### config.mk
export PLATFORM = sky130hd
export DESIGN_NAME = multicycle_alu
export DESIGN_NICKNAME = d
export VERILOG_FILES = /design/src/rtl/multicycle_alu.sv
export SDC_FILE = /design/constraint.sdc
export NUM_CORES = 1
export LEC_CHECK = 0
export BUFFER_PORTS_ARGS = -buffer_cell sky130_fd_sc_hd__buf_2
export CORE_UTILIZATION = 30
export CTS_BUF_LIST = sky130_fd_sc_hd__clkbuf_8
export CTS_CLUSTER_SIZE = 28
export DETAILED_ROUTE_END_ITERATION = 10
export PLACE_DENSITY = 0.57
export SYNTH_ARGS = -nofsm -noshare
export SYNTH_HDL_FRONTEND = slang
export SYNTH_SLANG_ARGS = --single-unit
### constraint.sdc
create_clock -name clk -period 3.4 [get_ports clk]
set_input_delay 1.02 -clock clk [delete_from_list [all_inputs] [get_ports clk]]
set_output_delay 1.02 -clock clk [all_outputs]
set_load 0.005 [all_outputs]
### src/rtl/multicycle_alu.sv
// multicycle_alu: ALU back-end behind the alu_op decoder.
// Operands are captured on a valid/ready handshake. Most ops finish in one cycle.
// SLL/SRL shift iteratively, and the result is held until the consumer takes it.
// Optional build macro MC_ALU_FAST_SHIFT_EN: shift up to 4 bits per edge instead of 1.
module multicycle_alu #(
  parameter int unsigned DATA_WIDTH  = 32,
  parameter int unsigned SHAMT_WIDTH = 5
) (
  input  logic                  clk,
  input  logic                  reset,
  input  logic                  in_valid,
  output logic                  in_ready,
  input  logic [3:0]            alu_op,
  input  logic                  is_branch,
  input  logic [DATA_WIDTH-1:0] op_a,
  input  logic [DATA_WIDTH-1:0] op_b,
  output logic                  out_valid,
  input  logic                  out_ready,
  output logic [DATA_WIDTH-1:0] result,
  output logic                  bcond,
  output logic                  illegal_op
);

  typedef enum logic [1:0] {S_IDLE, S_SHIFT, S_DONE} state_t;

`ifdef MC_ALU_FAST_SHIFT_EN
  localparam logic [SHAMT_WIDTH-1:0] STEP_MAX = SHAMT_WIDTH'(4);
`else
  localparam logic [SHAMT_WIDTH-1:0] STEP_MAX = SHAMT_WIDTH'(1);
`endif

  state_t                  r_state;
  state_t                  w_next;
  logic [DATA_WIDTH-1:0]   r_result;
  logic                    r_bcond;
  logic                    r_illegal;
  logic [SHAMT_WIDTH-1:0]  r_cnt;
  logic                    r_srl;

  logic                    w_accept;
  logic                    w_is_shift;
  logic [SHAMT_WIDTH-1:0]  w_cnt_src;
  logic [SHAMT_WIDTH-1:0]  w_step;
  logic [SHAMT_WIDTH-1:0]  w_cnt_rem;
  logic [DATA_WIDTH-1:0]   w_shift_src;
  logic [DATA_WIDTH-1:0]   w_shifted;
  logic                    w_dir_srl;
  logic [DATA_WIDTH-1:0]   w_diff;
  logic [DATA_WIDTH-1:0]   w_alu_res;
  logic                    w_alu_bc;
  logic                    w_alu_ill;

  assign in_ready   = (r_state == S_IDLE);
  assign out_valid  = (r_state == S_DONE);
  assign result     = r_result;
  assign bcond      = r_bcond;
  assign illegal_op = r_illegal;

  assign w_accept   = in_valid && in_ready;
  assign w_is_shift = !is_branch && (alu_op[3:1] == 3'b101);
  assign w_diff     = op_a - op_b;

  // One shifter serves both the accept edge (fresh operands) and the SHIFT state
  // (held value). The accept edge already performs the first step, which keeps the
  // accept-to-out_valid latency at max(1,n) instead of n+1.
  assign w_cnt_src   = (r_state == S_IDLE) ? op_b[SHAMT_WIDTH-1:0] : r_cnt;
  assign w_shift_src = (r_state == S_IDLE) ? op_a : r_result;
  assign w_dir_srl   = (r_state == S_IDLE) ? alu_op[0] : r_srl;
  assign w_step      = (w_cnt_src > STEP_MAX) ? STEP_MAX : w_cnt_src;
  assign w_cnt_rem   = w_cnt_src - w_step;
  assign w_shifted   = w_dir_srl ? (w_shift_src >> w_step) : (w_shift_src << w_step);

  // Decode the captured op into result / branch condition / illegal flag
  always_comb begin
    w_alu_res = '0;
    w_alu_bc  = 1'b0;
    w_alu_ill = 1'b0;
    if (is_branch) begin
      w_alu_res = w_diff;
      case (alu_op)
        4'b0000: w_alu_bc = (op_a == op_b);
        4'b1010: w_alu_bc = (op_a != op_b);
        4'b1000: w_alu_bc = ($signed(op_a) <  $signed(op_b));
        4'b1011: w_alu_bc = ($signed(op_a) >= $signed(op_b));
        default: begin
          w_alu_res = '0;
          w_alu_ill = 1'b1;
        end
      endcase
    end else begin
      case (alu_op)
        4'b0000: w_alu_res = op_a + op_b;
        4'b0001: w_alu_res = w_diff;
        4'b0100: w_alu_res = op_a & op_b;
        4'b0101: w_alu_res = op_a | op_b;
        4'b1000: w_alu_res = op_a ^ op_b;
        4'b1010,
        4'b1011: w_alu_res = w_shifted;
        default: w_alu_ill = 1'b1;
      endcase
    end
  end

  // State register
  always_ff @(posedge clk or negedge reset) begin
    if (!reset) r_state <= S_IDLE;
    else        r_state <= w_next;
  end

  // Next-state logic
  always_comb begin
    w_next = r_state;
    case (r_state)
      S_IDLE:  if (in_valid) w_next = (w_is_shift && (w_cnt_rem != '0)) ? S_SHIFT : S_DONE;
      S_SHIFT: if (w_cnt_rem == '0) w_next = S_DONE;
      S_DONE:  if (out_ready) w_next = S_IDLE;
      default: w_next = S_IDLE;
    endcase
  end

  // Datapath: capture on accept, iterate while shifting, hold otherwise
  always_ff @(posedge clk or negedge reset) begin
    if (!reset) begin
      r_result  <= '0;
      r_bcond   <= 1'b0;
      r_illegal <= 1'b0;
      r_cnt     <= '0;
      r_srl     <= 1'b0;
    end else if (w_accept) begin
      r_result  <= w_alu_res;
      r_bcond   <= w_alu_bc;
      r_illegal <= w_alu_ill;
      r_cnt     <= w_cnt_rem;
      r_srl     <= alu_op[0];
    end else if (r_state == S_SHIFT) begin
      r_result  <= w_shifted;
      r_cnt     <= w_cnt_rem;
    end
  end

endmodule

==> results.json, run 1 <==
{
  "status": "finished clean",
  "synth_area_leader_cell": "ha_1",
  "power_frac_comb": 0.723,
  "cts_buffer_depth": 2,
  "synth_ff_type": "dfrtp_1",
  "cts_hold_buffers": 0,
  "final_cell_mix": "292 x buf_4, 138 x nand2_1, 108 x a21oi_1, 105 x buf_2, 89 x inv_1",
  "ys_seq_elements": 42,
  "clockRootBuffer": "clkbuf_8",
  "grt_antenna_before_repair": 0,
  "wire_per_inst_um": 20.50,
  "crit_arrival_ns": 3.62,
  "min_period_over_period": 0.9963,
  "maxSlewViolCount": 0,
  "portBuffers": 108,
  "path_class": "in2reg",
  "dp_hpwl_um": 31990,
  "hold_path.class": "reg2reg",
  "dr.first_iter.drc_count": 1025,
  "grt.overflow.total": 0,
  "end_kind": "flop",
  "synthesis.instances": 1224,
  "via_per_inst": 5.658,
  "slowest_stage": "or4b_1",
  "pwr-share-clk": 0.081,
  "crit_required_ns": 3.64,
  "ys_warn_count": 0,
  "initial_core_util": 0.3088,
  "drt.antenna.violating_nets": 0,
  "path_buf_inv": 3,
  "holdWs_ns": 0.5025,
  "vias": 10931,
  "synth_edf_count": 0,
  "grt_max_degree": 23,
  "max_stage_delay_ns": 0.49,
  "synth_area_leaders": "ha_1 14%, dfrtp_1 12%, a21oi_1 6.5%",
  "routed_wl_um": 39610,
  "p_int_w": 0.002515,
  "route.detailed.drc": 0,
  "switching_share": 0.5088,
  "fin_ws_ns": 0.01260,
  "die-area_um2": 29590,
  "setup_violations": 0,
  "insertedDiodeCount": 0,
  "drive_above_1_share": 0.3314,
  "power.leakage_nw": 5.763,
  "cts_made_buffers": 5,
  "crit_chain": "buf_4, buf_4, fa_2, nor2b_4, o211ai_1, buf_4, a311oi_4, o21ai_2, a22o_1, o31ai_2, or4b_1, a221o_1, and3_1",
  "core_um2": 28090,
  "htree_levels": 2,
  "place_congestion": 1.004,
  "mostFrequentLayoutCell": "buf_4",
  "synth_nets": 1396,
  "nFillCells": 2990,
  "ir_drop_mv": 0.2109,
  "die_w_um": 172.0,
  "power_frac_seq": 0.197,
  "startpoint_type": "primary input",
  "finalCriticalPeriod_ns": 3.387,
  "grt_pass1_wl_um": 60260,
  "slew_headroom": 0.4955,
  "place_area_um2": 11680,
  "firstDrtPassIters": 6,
  "clock_sinks": 42,
  "finalHoldViolCount": 0,
  "grt_util_all_layers": 0.2653,
  "maxCapViolations": 0,
  "num_rows": 61,
  "cpMostUsedCell": "buf_4",
  "crit_fanout": 5,
  "synth_area_per_cell_um2": 7.085,
  "synth_top_area_share": 0.1400,
  "grt_pass1_vias": 10465,
  "area_delta_synth_final_pct": 39.88,
  "syn-cell-area_um2": 8672,
  "post-place-ws_ns": -0.6141,
  "finalInstanceArea_um2": 12130,
  "synthArstFlopShare": 1.000,
  "path_clk_slew_ns": 0.11,
  "power.total_w": 0.005120,
  "clk_latency_ns": 0.34,
  "synth_seq_area_share": 0.1212,
  "max_freq_mhz": 295.2,
  "cts_tree": "yes",
  "die_height_um": 172.0,
  "powerDensity_nw_per_um2": 422.1,
  "pin_count": 109,
  "rsz0062_at_grt": "yes",
  "crit_family": "compound AO/OA/AOI/OAI gates",
  "worst_slew_pin_slew_ns": 0.7539,
  "skew_ns": 0.005873,
  "switching_power_w": 0.002605,
  "finalNetCount": 1725,
  "synthDistinctLibCells": 92,
  "finalSetupTns_ns": 0
}
[power by group through the flow]
stage	combinational, W	clock [W]	sequential, W
floorplan	0.00208	0	0.000919
global placement	0.00352	0	0.00101
detailed placement	0.00354	0	0.00101
CTS	0.00359	0.000417	0.000999
global route	0.00401	0.000426	0.00103
finish	0.00370	0.000413	0.00101
[repair_timing]
action	4_1_cts	5_1_grt
setup buffers	2	3
setup endpoints to repair	14	21
pin swaps	6	24
resized for setup	25	40
[per-layer routing]
metal  global-route usage  vias to the layer above  wire [µm]
li1                     -                     5115          -
met1               0.3688                     5227      17770
met2               0.4365                      531      18100
met3              0.03021                       58       3000
met4              0.05887                        0        734
met5                    0                        -          0
[path summary, 6_finish.rpt]
path / slack, ns / from / depth (start not counted) / endpoint
max: 0.01 / op_a[1] / 13 / result[30]$_DFFE_PN0P_
min: 0.50 / r_cnt[3]$_DFFE_PN0P_ / 2 / r_cnt[3]$_DFFE_PN0P_
max reg2reg: 0.26 / r_state[0]$_DFFE_PN0P_ / 7 / result[17]$_DFFE_PN0P_
min reg2reg: 0.50 / r_cnt[3]$_DFFE_PN0P_ / 2 / r_cnt[3]$_DFFE_PN0P_
max in group asynchronous: 2.26 / reset / 2 / result[17]$_DFFE_PN0P_
min in group asynchronous: 0.52 / reset / 1 / result[0]$_DFFE_PN0P_
[through the flow]
step	utilization	std cells
floorplan	-	1224
global placement	0.4157	1919
detailed placement	0.4157	1919
CTS	0.4241	1929
global route	0.4319	1932
finish	0.4319	1932
[tightest hold or removal path: cells and delay by family (launching register included)]
kind             cells  cell delay, ns
flip-flops           1            0.37
AO/OA/AOI/OAI        1            0.06
AND/OR/NAND/NOR      1            0.05
[cell type report]
type                    count  area, µm²  area share
clock buffers               6      82.58    0.006808
inverters                 102      382.9     0.03156
repair buffers            406       2872      0.2367
flip-flops and latches     42       1051     0.08664
multi-input cells         996       7257      0.5982
clock inverters             2      12.51    0.001031
well taps                 378      473.0     0.03899
[cells in the mapped netlist, drive strengths merged (8+ instances only)]
library cell,number
a211oi,13
o31ai,14
nand4,8
o21bai,13
a21oi,114
nand3,18
o211ai,17
nor4,9
a31oi,12
nand2,139
o21ai,125
buf,35
o21a,9
nor2b,13
xnor2,30
nand2b,11
nor2,86
ha,97
mux2i,41
o221ai,12
or3,8
a21o,15
clkbuf,49
o22ai,13
nor3,30
inv,100
a221oi,23
dfrtp,42
a22oi,28
[cell families after synthesis]
kind of cell,synth area share
AO/OA/AOI/OAI,0.3496
XOR/XNOR,0.03232
adder cells (fa/ha/maj),0.1446
buffers and inverters,0.08844
flip-flops,0.1212
multiplexers,0.07199
AND/OR/NAND/NOR,0.1919
[registers in the layout, summed over array words and instances, names as in the netlist]
register,cells
r_srl,1
result,32
illegal_op,1
r_cnt,5
r_state,2
bcond,1
(Power assumes the default switching activity.)
==> run 2, diff against run 1 <==
Settings changed: BUFFER_PORTS_ARGS -buffer_cell sky130_fd_sc_hd__buf_2 to not set, DONT_BUFFER_PORTS set to 1, PLACE_DENSITY 0.57 to 0.54.
==> run 2 against run 1 <==
  * Maximum frequency up 1.6%
  * Total power down 8.6%
  * Clock power about the same
  * Via count down 9.3%
  * Cell count down 11%
  * Sequential power up 8%
  * Critical path depth unchanged
  * Flip-flop and latch count unchanged
  * Critical endpoint is now result[29]$_DFFE_PN0P_
  * Clock-buffer cell count down 1
  * Worst setup slack better by 0.052 ns
==> results.json, run 2 (synthesis results as in run 1) <==
{
  "clk_latency_ns": 0.35,
  "r2r_start": "r_state[0]$_DFFE_PN0P_",
  "num_rows": 61,
  "grt.overflow.total": 0,
  "die-area_um2": 29590,
  "switching_power_w": 0.002469,
  "holdWs_ns": 0.3469,
  "min_period_over_period": 0.9809,
  "r2r_slack_ns": 0.32,
  "worst_slew_pin_slew_ns": 0.6144,
  "startpoint_type": "primary input",
  "via_per_inst": 5.759,
  "end_kind": "flop",
  "post-place-ws_ns": -0.4468,
  "finalHoldViolCount": 0,
  "cts_made_buffers": 5,
  "route.detailed.drc": 0,
  "skew_ns": 0.01062,
  "fin_ws_ns": 0.06499,
  "pwr-share-clk": 0.089,
  "max_freq_mhz": 299.8,
  "mostFrequentLayoutCell": "buf_4",
  "largest_reg_flops": 32,
  "die_w_um": 172.0,
  "grt_antenna_before_repair": 0,
  "grt_max_degree": 43,
  "firstDrtPassIters": 5,
  "ff2ff_path_depth": 8,
  "ir_drop_mv": 0.2229,
  "finalSetupTns_ns": 0,
  "switching_share": 0.5273,
  "drive_above_1_share": 0.2121,
  "r2r-end": "result[29]$_DFFE_PN0P_",
  "status": "finished clean",
  "path_class": "in2reg",
  "initial_core_util": 0.3088,
  "crit_fanout": 2,
  "crit_required_ns": 3.63,
  "pin_count": 109,
  "powerDensity_nw_per_um2": 438.2,
  "crit_arrival_ns": 3.57,
  "htree_levels": 2,
  "power_frac_seq": 0.233,
  "core_um2": 28090,
  "setup_violations": 0,
  "power_frac_comb": 0.678,
  "cts_tree": "yes",
  "grt_pass1_wl_um": 58850,
  "maxSlewViolCount": 0,
  "wire_per_inst_um": 22.57,
  "clock_sinks": 42,
  "drt.antenna.violating_nets": 0,
  "finalCriticalPeriod_ns": 3.335,
  "maxCapViolations": 0,
  "dr.first_iter.drc_count": 930,
  "routed_wl_um": 38860,
  "area_delta_synth_final_pct": 23.20,
  "dp_hpwl_um": 30720,
  "grt_pass1_vias": 9852,
  "final_cell_mix": "192 x buf_4, 138 x nand2_1, 112 x a21oi_1, 91 x inv_1",
  "grt_util_all_layers": 0.2633,
  "insertedDiodeCount": 0,
  "clockRootBuffer": "clkbuf_8",
  "finalNetCount": 1515,
  "slew_headroom": 0.5904,
  "die_height_um": 172.0,
  "portBuffers": 0,
  "place_congestion": 1.005,
  "rsz0062_at_grt": "yes",
  "cts_buffer_depth": 2,
  "hold_path.class": "in2async",
  "p_int_w": 0.002213,
  "power.leakage_nw": 4.782,
  "vias": 9917,
  "path_clk_slew_ns": 0.12
}
run 2: what timing repair did:
| item | in CTS | in global routing |
|---|---|---|
| pin swaps | 2 | 8 |
| resized for setup | 5 | 32 |
| gates cloned | 0 | 0 |
| setup buffers | 1 | 2 |
| endpoints found under the setup margin | 4 | 15 |
| hold buffers | 0 | 0 |
run 2: how the worst max path moves through the flow:
stage	endpoint	slack, ns	cells after the start	from
6_report	result[29]$_DFFE_PN0P_	0.06	13	op_b[12]
3_3_place_gp	result[16]$_DFFE_PN0P_	-0.50	13	op_a[0]
2_1_floorplan	result[30]$_DFFE_PN0P_	-0.20	13	op_a[0]
5_1_grt	result[31]$_DFFE_PN0P_	-0.009	11	op_a[6]
4_1_cts	result[30]$_DFFE_PN0P_	0.006	13	op_a[0]
3_5_place_dp	result[25]$_DFFE_PN0P_	-0.45	14	op_b[5]
run 2: metrics by stage:
| stage | area (µm²) | utilization | power [W] | instances |
|---|---|---|---|---|
| after floorplan | 8755 | - | 0.003002 | 1224 |
| after global placement | 10360 | 0.3689 | 0.004144 | 1711 |
| after detailed placement | 10360 | 0.3689 | 0.004157 | 1711 |
| after CTS | 10490 | 0.3734 | 0.004597 | 1720 |
| after global routing | 10680 | 0.3804 | 0.005023 | 1722 |
| final | 10680 | 0.3804 | 0.004682 | 1722 |
run 2: power by group through the flow:
stage	sequential [W]	combinational, W	clock (W)
3_5_place_dp	0.00110	0.00306	0
5_1_grt	0.00112	0.00347	0.000437
3_3_place_gp	0.00109	0.00305	0
2_1_floorplan	0.000919	0.00208	0
6_report	0.00109	0.00318	0.000416
4_1_cts	0.00109	0.00309	0.000419
run 2: layout make-up:
| type | instances | area (µm²) |
|---|---|---|
| tap | 378 | 473.0 |
| multi-input combinational | 996 | 7159 |
| fill | 3067 | 17400 |
| sequential | 42 | 1051 |
| clock inverter | 3 | 21.27 |
| clock buffer | 5 | 68.82 |
| timing repair buffer | 196 | 1521 |
| inverter | 102 | 389.1 |
run 2: critical path, cell delays in order:
cell,delay [ns]
inv_1,0.03
ha_1,0.29
nor2b_1,0.06
or3_1,0.30
a31oi_1,0.19
buf_4,0.15
o311ai_1,0.14
a2111oi_1,0.54
buf_4,0.22
a21oi_4,0.06
a21oi_1,0.22
mux2i_1,0.22
a31oi_1,0.11
run 2: per-layer routing:
metal,track usage,up-vias,wire length (µm)
li1,-,4698,-
met1,0.3592,4752,17410
met2,0.4174,407,17150
met3,0.05127,60,3277
met4,0.07618,0,1030
met5,0,-,0
